$ cat src/rtl/universal_reg.sv
// Multi-mode WIDTH-bit register: hold, load, shift left/right, toggle, count up/down, rotate.
// All outputs are registered; rst beats set beats en.
module universal_reg #(
    parameter int                 WIDTH   = 8,
    parameter logic [WIDTH-1:0]   RST_VAL = {WIDTH{1'b0}},
    parameter logic [WIDTH-1:0]   SET_VAL = {WIDTH{1'b1}}
) (
    input  logic             clk,
    input  logic             rst,
    input  logic             set,
    input  logic             en,
    input  logic [2:0]       mode,
    input  logic [WIDTH-1:0] d,
    input  logic             ser_in,
    output logic [WIDTH-1:0] q,
    output logic             ser_out,
    output logic             carry
);

    typedef enum logic [2:0] {
        MODE_HOLD  = 3'b000,
        MODE_LOAD  = 3'b001,
        MODE_SHL   = 3'b010,
        MODE_SHR   = 3'b011,
        MODE_TGL   = 3'b100,
        MODE_UP    = 3'b101,
        MODE_DOWN  = 3'b110,
        MODE_ROTL  = 3'b111
    } mode_e;

    localparam logic [WIDTH-1:0] ONE      = WIDTH'(1);
    localparam logic [WIDTH-1:0] ALL_ONES = {WIDTH{1'b1}};
    localparam logic [WIDTH-1:0] ZERO     = {WIDTH{1'b0}};

    logic [WIDTH-1:0] q_q, q_d;
    logic             ser_out_q, ser_out_d;
    logic             carry_q, carry_d;
    mode_e            mode_sel;

    assign mode_sel = mode_e'(mode);

    // NOTE: every variable gets its hold/default value first, so no path
    // through the case can leave it unassigned and infer a latch.
    always_comb begin
        q_d       = q_q;
        ser_out_d = ser_out_q;
        carry_d   = 1'b0;

        if (set) begin
            q_d = SET_VAL;
        end else if (en) begin
            unique case (mode_sel)
                MODE_HOLD: q_d = q_q;
                MODE_LOAD: q_d = d;
                MODE_SHL: begin
                    q_d       = {q_q[WIDTH-2:0], ser_in};
                    ser_out_d = q_q[WIDTH-1];
                end
                MODE_SHR: begin
                    q_d       = {ser_in, q_q[WIDTH-1:1]};
                    ser_out_d = q_q[0];
                end
                MODE_TGL: q_d = q_q ^ d;
                MODE_UP: begin
                    q_d     = q_q + ONE;
                    carry_d = (q_q == ALL_ONES);
                end
                MODE_DOWN: begin
                    q_d     = q_q - ONE;
                    carry_d = (q_q == ZERO);
                end
                MODE_ROTL: begin
                    q_d       = {q_q[WIDTH-2:0], q_q[WIDTH-1]};
                    ser_out_d = q_q[WIDTH-1];
                end
                default: q_d = q_q;
            endcase
        end
    end

    // NOTE: state flops use non-blocking assignments so every flop samples
    // the pre-edge values regardless of statement order.
    always_ff @(posedge clk) begin
        if (rst) begin
            q_q       <= RST_VAL;
            ser_out_q <= 1'b0;
            carry_q   <= 1'b0;
        end else begin
            q_q       <= q_d;
            ser_out_q <= ser_out_d;
            carry_q   <= carry_d;
        end
    end

    assign q       = q_q;
    assign ser_out = ser_out_q;
    assign carry   = carry_q;

endmodule

$ cat config.mk
export PLATFORM = sky130hd
export DESIGN_NAME = universal_reg
export DESIGN_NICKNAME = d
export VERILOG_FILES = /design/src/rtl/universal_reg.sv
export SDC_FILE = /design/constraint.sdc
export NUM_CORES = 1
export LEC_CHECK = 0
export ABC_CLOCK_PERIOD_IN_PS = 2600
export CORE_UTILIZATION = 45
export CTS_CLUSTER_SIZE = 30
export DETAILED_ROUTE_END_ITERATION = 10
export GPL_TIMING_DRIVEN = 0
export PLACE_DENSITY = 0.7
export SYNTH_ARGS = -nofsm -noshare
export SYNTH_HDL_FRONTEND = slang
export SYNTH_SLANG_ARGS = --single-unit
export TNS_END_PERCENT = 10
$ cat constraint.sdc
create_clock -name clk -period 2.6 [get_ports clk]
set_input_delay 0.52 -clock clk [delete_from_list [all_inputs] [get_ports clk]]
set_output_delay 0.52 -clock clk [all_outputs]
set_load 0.01 [all_outputs]
After elaboration in Yosys (flattened, before gate mapping)
Index checks and enable logic that the tools add are counted.
{ "word_totals": {"ff_bits": 10, "output_inout_bits": 10, "word_cells": 30} }
{ "op_classes": {"n_addsub": 2, "eq_ne": 9, "muxes": 5, "n_bitwise": 3, "n_reduce_logical": 8} }
{ "ops": {"columns": ["cell", "n"], "rows": [
  ["8-bit case mux with 7 select lines", 1],
  ["8-bit 2-to-1 mux", 2],
  ["3-bit == test, second input constant", 4],
  ["8-bit by 1-bit adder with 8-bit output, second input constant", 1],
  ["8-bit == test, second input constant", 1],
  ["8-bit zero test", 1],
  ["8-bit by 1-bit subtractor with 8-bit output, second input constant", 1],
  ["8-bit bitwise XOR", 1],
  ["3-bit by 2-bit == test with 1-bit output, second input constant", 2],
  ["1-bit case mux with 2 select lines", 2],
  ["2-bit nonzero test", 2],
  ["3-bit by 1-bit == test with 1-bit output, second input constant", 1],
  ["3-bit zero test", 1],
  ["3-bit AND reduction", 1],
  ["3-bit OR reduction", 1],
  ["2-bit inequality test, second input constant", 1],
  ["1-bit NOT", 2],
  ["2-bit AND reduction", 1],
  ["2-bit OR reduction", 1]
]} }

Depth between registers and ports, before layout
Gate-level depths: netlist (run 1).
{ "depth": {"ltp_word": 4, "ltp_mapped": 11} }

Least setup slack after synthesis (run 1)
Ideal clock, no wire load.
{ "synth_path": {"path_type": "in2reg", "from": "input port mode[0]", "to": "register q_q[4] (netlist: q[4])", "arrival_time_ps": 2204, "setup_slack_ps": 292, "path_stages": 10, "cell_sequence": "nand3b_2 > buf_6 > xnor2_1 > ha_1 > buf_1 > nor2_1 > o21a_1 > a211oi_2 > nor2_1 > a2111oi_2"} }
{ "synth_via": {"elab_chain_cells": 4} }
{ "synth_rtl": {"columns": ["element", "line_no", "text"], "rows": [
  ["start, declared", "12", "input logic [2:0] mode,"],
  ["3-bit == test (tied with other cells)", "52", "unique case (mode_sel)"],
  ["8-bit case mux with 7 select lines", "52", null],
  ["8-bit 2-to-1 mux", "51", "end else if (en) begin"],
  ["8-bit 2-to-1 mux", "49", "if (set) begin"],
  ["end signal, assigned", "89", "q_q <= q_d;"],
  ["end, declared", "35", "logic [WIDTH-1:0] q_q, q_d;"]
]} }
Several ways; a longest one is shown, not always the timed one. The select of a mux whose other input is x is not followed.
A chain may end at the register's enable or synchronous reset.

Worst setup path in the final report (run 1)
{ "layout_path": {"from": "input port mode[1]", "to": "register q_q[4] (netlist: q[4])"} }
Same word-level chain as after synthesis.

==> results.json, run 1 <==
{
  "worst_setup_path_end_kind": "flop",
  "synth_compound_area_share_pct": 40.20,
  "fmax_mhz": 435.7,
  "placeableCoreArea_mm2": 0.002853,
  "hold_end": "ser_out",
  "antennaDiodeCount": 0,
  "crit_path_start_kind": "primary input",
  "min_from": "ser_out",
  "postCtsHoldBufs": 0,
  "cts_tree": "done",
  "timing.rr.start": "q[1]",
  "totalWireLength_um": 4661,
  "required_ns": 2.78,
  "syn_to_final_growth_pct": 26.59,
  "cts_htree_levels": 1,
  "initial_utilization_pct": 48.99,
  "io_buffers": 24,
  "num_rows": 19,
  "cts.sinks": 10,
  "fillers": 265,
  "r2r_slack_ns": 0.47,
  "synthAdderAreaFrac_pct": 3.581,
  "skew_ns": 0.0006650,
  "track_usage_pct": 29.70,
  "cp.arrival_ns": 2.48,
  "crit_path_max_incr_delay_ns": 0.34,
  "yosys.area.top_type": "dfxtp_1",
  "async_flop_share_pct": 0,
  "drc": 2,
  "p_leak_nw": 0.6868,
  "fin_crit_ns": 2.295,
  "synth-main-ff-cell": "dfxtp_1",
  "via_per_inst": 6.671,
  "syn_area_mm2": 0.001398,
  "tightestPinTransition_ns": 0.5745,
  "fin_nets": 245,
  "cpMaxStageDelayCell": "a2111oi_2",
  "rsz0062_at_grt": "false",
  "vdd_drop_max_uv": 223.8,
  "drtIter0Drc": 155,
  "grt_max_degree": 11,
  "firstDrtPassIters": 7,
  "synth_xor_area_share_pct": 2.507,
  "r2r_cells": 8,
  "criticalPathCategory": "primary input to flop",
  "antenna_found_initial": 0,
  "clockRootBuffer": "clkbuf_4",
  "regArea_um2": 200.2,
  "synth_top_area_share_pct": 14.32,
  "cts_made_buffers": 3,
  "fin_area_mm2": 0.001769,
  "cts.reportedPaths.clkPinSlew_ns": 0.08,
  "power_uw": 654.4,
  "clkLatencyLatePin_ns": 0.28,
  "synth_most_common_cell": "nor2_1",
  "synthMuxAreaShare_pct": 4.387,
  "worst_path_most_repeated_cell": "buf_6",
  "drive_gt1_share_pct": 14.29,
  "gp_congestion": 0.9324,
  "reg2reg_to": "q[4]",
  "synth_commonest_cells": "nor2_1, a21oi_1, nand2_1",
  "maxSlewHeadroom_pct": 61.30,
  "synth_edf_count": 0,
  "hold_depth": 2,
  "grt-ovfl-total": 0,
  "final_hold_viol_count": 0,
  "yosys_warnings": 0,
  "yosys-top-cells-area": "dfxtp_1, a21oi_1, nor2_1",
  "fp.dieH_um": 57.73,
  "path_cells": "dlygate4sd2_1 > buf_6 > nand3b_4 > buf_6 > xnor2_1 > ha_2 > nor2_4 > o21a_1 > a211oi_2 > nor2_1 > a2111oi_2",
  "multiInputGateArea_mm2": 0.001100,
  "status": "finished with violations",
  "avgRoutedWirePerCell_um": 18.28,
  "fin_crit_sh_pct": 88.28,
  "clk_path_buf_depth": 2,
  "min_path_type": "flop to flop",
  "yosys.area_share.simple_pct": 25.25,
  "finalMaxSlewViolations": 0,
  "ys_types": 54,
  "syn_nets": 216,
  "setup_violations": 0,
  "synth_top_family_by_area": "compound AO/OA/AOI/OAI gates",
  "place_area_mm2": 0.001677,
  "path_delay_family": "compound AO/OA/AOI/OAI gates",
  "avgSynthCellArea_um2": 7.131,
  "powerDensity_mw_per_mm2": 369.9,
  "place_hpwl_um": 3285,
  "drv_cap": 0,
  "syn_inst": 196,
  "synth-seq-cells": 10,
  "crit_fanout": 10,
  "dieArea_mm2": 0.003333,
  "antenna_left": 0,
  "crit_buf_inv": 3,
  "io_pins": 26,
  "via_count": 1701,
  "ys_seq_area_share_pct": 14.32,
  "grt_pass1_vias": 1632,
  "violations": "design-rule violations",
  "fp.dieW_um": 57.73,
  "grt_first_pass_wirelength_um": 7728
}
-- final cells by class --
type                    count  share of cell area, %
multi-input cells         160                  62.16
well taps                  31                  2.192
plain buffers              15                  5.092
clock buffers               4                  2.051
inverters                   8                  2.122
flip-flops and latches     10                  11.32
repair buffers             27                  15.06
-- through the flow --
| step | hold slack, ns | std cells | utilization [%] | worst slack, ns | setup TNS [ns] |
|---|---|---|---|---|---|
| after floorplan | 0.5337 | 196 | - | 0.2924 | 0 |
| after global placement | 0.5080 | 251 | 58.77 | -0.4863 | -2.128 |
| after detailed placement | 0.5143 | 251 | 58.77 | -0.5889 | -2.603 |
| after global routing | 0.5459 | 255 | 62.02 | 0.1660 | 0 |
| after CTS | 0.5247 | 255 | 60.83 | 0.005300 | 0 |
| final | 0.5244 | 255 | 62.02 | 0.3048 | 0 |
-- where the power goes --
| group | total [mW] | switching (mW) | internal, mW |
|---|---|---|---|
| registers | 0.193 | 0.0264 | 0.166 |
| logic | 0.307 | 0.165 | 0.143 |
| clock network | 0.154 | 0.0691 | 0.0853 |
-- cells in the final DEF (no fill, tap or decap), types with 5 or more instances in the layout --
cell type and n:
buf_2 6, a21oi_1 16, clkdlybuf4s50_1 21, o31ai_1 6, a31oi_1 6, nor4_1 5, mux2i_1 5, nand2_1 12
o21ai_0 9, a221oi_1 6, inv_1 6, nand2b_1 7, nor2_1 16, nor3_1 8, dfxtp_1 10
-- cell families after synthesis --
group,Yosys count
mux,6
compound gates,78
xor+xnor,4
fa+ha+maj,4
flops,10
simple gates,68
buf+inv,26
-- worst min-delay path: cells and delay by family, from the launching register on --
kind,cells,cell delay [ns]
AO/OA/AOI/OAI,2,0.17
flip-flops,1,0.32
-- routing by layer --
layer / GRT usage (%) / routed length, um / vias up
met4: 9.184 / 74 / 0
met5: 0 / 0 / -
met2: 47.67 / 2169 / 105
met1: 40.90 / 1985 / 784
met3: 4.911 / 432 / 13
li1: - / - / 799
-- repair_timing --
item	in CTS	in global routing
pin swaps	2	1
hold endpoints to repair	0	0
resized for setup	7	7
setup buffers	3	0
setup endpoints to repair	5	5
-- registers in the layout (all words and copies together), names as in the netlist --
| name | count |
|---|---|
| ser_out | 1 |
| q | 8 |
| carry | 1 |
-- worst max path at each step --
stage,from,to,slack [ns],depth (start not counted)
after floorplan,mode[0],q[4],0.29,10
after global placement,mode[1],q[4],-0.49,12
after detailed placement,mode[1],q[4],-0.59,12
after CTS,mode[0],q[7],0.005,9
after global routing,mode[1],q[4],0.17,11
final,mode[1],q[4],0.30,11
Note: power is estimated with default switching activity, not from simulation.
==> run 2, diff against run 1 <==
CORE_UTILIZATION = 54   (was 45)
CTS_BUF_LIST = sky130_fd_sc_hd__clkbuf_4   (was unset)
PLACE_DENSITY = 0.82   (was 0.7)
==> results.json, run 2 (synthesis results as in run 1) <==
{
  "largest_register_ffs": 8,
  "setup_violations": 0,
  "p_leak_nw": 0.6840,
  "maxSlewHeadroom_pct": 59.24,
  "worst_setup_path_end_kind": "flop",
  "placeableCoreArea_mm2": 0.002455,
  "totalWireLength_um": 4522,
  "finalNonFillerCells": 254,
  "cpMaxStageDelayCell": "a211oi_2",
  "antenna_found_initial": 0,
  "crit_fanout": 10,
  "firstDrtPassIters": 5,
  "via_count": 1720,
  "finalMaxSlewViolations": 0,
  "r2r_slack_ns": 0.47,
  "fin_crit_ns": 2.443,
  "io_buffers": 24,
  "required_ns": 2.78,
  "final_cell_mix": "clkdlybuf4s50_1, a21oi_1, nor2_1",
  "gp_congestion": 0.9133,
  "cts.reportedPaths.clkPinSlew_ns": 0.07,
  "dieArea_mm2": 0.002796,
  "antennaDiodeCount": 0,
  "layout.cells.most_common": "clkdlybuf4s50_1",
  "postCtsHoldBufs": 0,
  "fp.dieH_um": 52.88,
  "grt_first_pass_wirelength_um": 7120,
  "initial_utilization_pct": 56.93,
  "min_path_type": "flop to flop",
  "fin_util_pct": 71.00,
  "clkLatencyLatePin_ns": 0.27,
  "drc": 0,
  "powerDensity_mw_per_mm2": 348.1,
  "avgRoutedWirePerCell_um": 17.80,
  "regArea_um2": 200.2,
  "cts_made_buffers": 3,
  "grt_pass1_vias": 1461,
  "fp.dieW_um": 52.88,
  "track_usage_pct": 34.63,
  "criticalPathCategory": "primary input to flop",
  "dp.cells": 250,
  "fmax_mhz": 409.3,
  "io_pins": 26,
  "place_hpwl_um": 3212,
  "fin_nets": 246,
  "antenna_left": 0,
  "grt-ovfl-total": 0,
  "num_rows": 18,
  "cts.sinks": 10,
  "drive_gt1_share_pct": 12.95,
  "clockRootBuffer": "clkbuf_4",
  "crit_buf_inv": 4,
  "multiInputGateArea_mm2": 0.001085,
  "tightestPinTransition_ns": 0.6050,
  "cts_htree_levels": 1,
  "fin_crit_sh_pct": 93.97,
  "power_uw": 606.7,
  "rsz0062_at_grt": "false",
  "vdd_drop_max_uv": 325.3,
  "drv_cap": 0,
  "path_delay_family": "compound AO/OA/AOI/OAI gates",
  "path_cells": "dlygate4sd2_1 > buf_6 > nand3b_4 > clkinv_4 > ha_1 > clkbuf_4 > a41o_1 > a21boi_1 > a211oi_2 > o31ai_1 > a221oi_1",
  "via_per_inst": 6.772,
  "crit_path_start_kind": "primary input",
  "cp.arrival_ns": 2.62,
  "status": "finished clean",
  "grt_max_degree": 11,
  "fillers": 210,
  "cts_tree": "done",
  "final_hold_viol_count": 0,
  "crit_path_max_incr_delay_ns": 0.31,
  "skew_ns": 0.002232,
  "drtIter0Drc": 87,
  "clk_path_buf_depth": 2,
  "syn_to_final_growth_pct": 24.71
}
run 2: cell types whose count changed in the layout (fill, tap and decap cells not counted), sizes merged:
cell    previous run  this run
clkbuf             8         9
buf               14        13
run 2: stage by stage:
step | hold slack, ns | setup WS (ns) | instance area (um2) | TNS, ns
after global placement | 0.5069 | -0.4566 | 1675 | -1.958
after floorplan | 0.5337 | 0.2924 | 1398 | 0
final | 0.5258 | 0.1569 | 1743 | 0
after detailed placement | 0.5192 | -0.5552 | 1675 | -2.419
after global routing | 0.5978 | 0.06864 | 1743 | 0
after CTS | 0.5259 | 0.03253 | 1735 | 0
run 2: power breakdown:
part	leakage [nW]	internal (mW)	switching (mW)	total [mW]
Combinational	0.587	0.141	0.164	0.304
Clock	0.0138	0.0535	0.0562	0.110
Sequential	0.0834	0.166	0.0263	0.193
Total	0.684	0.360	0.246	0.607
run 2: path summary, 6_finish.rpt:
| path | to | start | depth (start not counted) |
|---|---|---|---|
| max reg2reg | q[4] | q[1] | 8 |
| min | ser_out | ser_out | 2 |
| max | q[7] | mode[1] | 11 |
| min reg2reg | ser_out | ser_out | 2 |
run 2: per-layer routing:
metal / up-vias / track usage, % / wire length, um
met1: 790 / 46.83 / 1891
met4: 0 / 12.28 / 74
met2: 111 / 55.49 / 2121
li1: 804 / - / -
met3: 15 / 4.598 / 434
met5: - / 0 / 0
run 2: timing repair:
item,CTS,global route
buffers inserted,2,0
resized for setup,9,4
pin swaps,3,2
setup endpoints to repair,5,4
run 2: cell type report:
type                            instances  share of cell area, %
Multi-Input combinational cell        160                  62.24
Sequential cell                        10                  11.49
Timing Repair Buffer                   26                  14.86
Tap cell                               30                  2.154
Clock buffer                            3                  1.292
Buffer                                 17                  5.815
Inverter                                8                  2.154
run 2: worst min-delay path, stage by stage, from the launching register on:
cell	delay, ns
dfxtp_1	0.31
a21oi_1	0.11
a311oi_1	0.06
==> run 3, diff against run 2 <==
ABC_CLOCK_PERIOD_IN_PS = 2400   (was 2600)
CORE_ASPECT_RATIO = 1.75   (was unset)
clock period = 2.4 ns   (was 2.6 ns; I/O delays follow)
==> results.json, run 3 (synthesis results as in run 1) <==
{
  "hold_end": "ser_out",
  "initial_utilization_pct": 56.76,
  "fp.dieW_um": 40.46,
  "clkLatencyLatePin_ns": 0.27,
  "reg2reg_to": "q[4]",
  "drtIter0Drc": 69,
  "placeableCoreArea_mm2": 0.002462,
  "dp.cells": 246,
  "crit_fanout": 10,
  "dieArea_mm2": 0.002804,
  "p_sw_uw": 280.8,
  "combPwrFrac_pct": 49.4,
  "gp_congestion": 0.9827,
  "io_buffers": 24,
  "vdd_drop_max_uv": 301.8,
  "fin_crit_ns": 2.336,
  "fin_nets": 244,
  "timing.rr.start": "q[1]",
  "power_uw": 678.8,
  "final_cell_mix": "clkdlybuf4s50_1, nor2_1, a21oi_1",
  "fin_crit_sh_pct": 97.33,
  "cts.reportedPaths.clkPinSlew_ns": 0.08,
  "antennaDiodeCount": 0,
  "status": "finished clean",
  "fp.dieH_um": 69.30,
  "clockRootBuffer": "clkbuf_4",
  "clkPwrFrac_pct": 19.6,
  "cp.arrival_ns": 2.47,
  "largest_register_ffs": 8,
  "powerDensity_mw_per_mm2": 384.8,
  "final_hold_viol_count": 0,
  "r2r_cells": 8,
  "grt_first_pass_wirelength_um": 7403,
  "syn_to_final_growth_pct": 26.23,
  "grt-ovfl-total": 0,
  "p_sw_share_pct": 41.36,
  "p_int_uw": 398.0,
  "cts_htree_levels": 1,
  "setup_violations": 0,
  "postCtsHoldBufs": 0,
  "totalWireLength_um": 4611,
  "p_seq_share_pct": 31.0,
  "drc": 0,
  "drive_gt1_share_pct": 14.35,
  "fmax_mhz": 428.1,
  "p_leak_nw": 0.6695,
  "cts.sinks": 10,
  "cts_tree": "done",
  "antenna_left": 0,
  "layout.cells.most_common": "clkdlybuf4s50_1",
  "skew_ns": 0.005654,
  "avgRoutedWirePerCell_um": 18.52,
  "drv_cap": 0,
  "io_pins": 26,
  "place_hpwl_um": 3471,
  "tightestPinTransition_ns": 0.6079,
  "r2r_slack_ns": 0.35,
  "maxSlewHeadroom_pct": 59.04,
  "antenna_found_initial": 0,
  "criticalPathCategory": "primary input to flop",
  "worst_setup_path_end_kind": "flop",
  "cts_made_buffers": 3,
  "clk_path_buf_depth": 2,
  "crit_path_start_kind": "primary input",
  "cp-startpoint": "mode[1]",
  "grt_pass1_vias": 1576,
  "hold_depth": 2,
  "finalMaxSlewViolations": 0,
  "num_rows": 24,
  "rsz0062_at_grt": "false",
  "required_ns": 2.54,
  "grt_max_degree": 11,
  "firstDrtPassIters": 5,
  "finalNonFillerCells": 249,
  "track_usage_pct": 36.42,
  "min_path_type": "flop to flop",
  "min_from": "ser_out",
  "via_per_inst": 6.912,
  "via_count": 1721
}
-- run 3: cell count changes in the layout (fill, tap and decap cells not counted) --
cell / before / now
dlygate4sd2_1: 1 / 3
dlymetal6s2s_1: 2 / 0
xnor2_1: 4 / 3
ha_4: 0 / 3
clkbuf_1: 5 / 4
clkbuf_4: 4 / 3
a21oi_1: 16 / 15
ha_2: 1 / 0
a21oi_2: 1 / 2
nor2_2: 0 / 1
xnor2_2: 0 / 1
clkinv_1: 0 / 1
ha_1: 3 / 1
nor2_4: 1 / 0
-- run 3: how the worst max path moves through the flow --
stage / cells after the start / to
floorplan: 10 / q[4]
global placement: 11 / q[7]
detailed placement: 11 / q[7]
CTS: 10 / q[7]
global route: 11 / q[4]
finish: 11 / q[5]
-- run 3: power groups by stage --
stage | Combinational (mW) | Clock, mW | Sequential (mW)
3_5_place_dp | 0.310 | 0 | 0.211
2_1_floorplan | 0.198 | 0 | 0.209
5_1_grt | 0.364 | 0.148 | 0.213
6_report | 0.336 | 0.133 | 0.210
4_1_cts | 0.328 | 0.133 | 0.210
3_3_place_gp | 0.302 | 0 | 0.211
-- run 3: critical path, stage by stage --
cell           delay [ns]
dlygate4sd2_1        0.27
buf_6                0.15
nand3b_4             0.09
clkinv_4             0.11
ha_4                 0.33
a41o_1               0.22
buf_4                0.13
a21oi_2              0.05
o21a_1               0.18
o21ai_0              0.32
a211oi_1             0.13
-- run 3: final cells by class --
class	count	area (um2)
Multi-Input combinational cell	160	1126
Fill cell	224	698.2
Clock inverter	1	3.754
Timing Repair Buffer	26	251.5
Buffer	15	90.09
Tap cell	26	32.53
Sequential cell	10	200.2
Clock buffer	3	22.52
Inverter	8	37.54
-- run 3: metal layers --
metal	track usage [%]	wire, um	up-vias
met2	53.09	2359	96
met4	21.85	177	0
met1	43.86	1718	803
met3	11.54	354	20
li1	-	-	802
met5	0	0	-
-- run 3: per-stage QoR --
step	setup slack [ns]	instance area [um2]	TNS, ns	hold slack, ns	utilization, %
6_report	0.06405	1764	0	0.5384	71.65
4_1_cts	0.1302	1757	0	0.5381	71.34
3_5_place_dp	-0.7185	1670	-3.759	0.5201	67.84
2_1_floorplan	0.1324	1398	0	0.5337	-
3_3_place_gp	-0.6641	1670	-3.284	0.5050	67.84
5_1_grt	0.007173	1764	0	0.5737	71.65
-- run 3: repair_timing --
item / in CTS / in global routing
pin swaps: 3 / 1
buffers inserted: 1 / 1
endpoints found under the setup margin: 6 / 1
gates resized for setup: 17 / 0
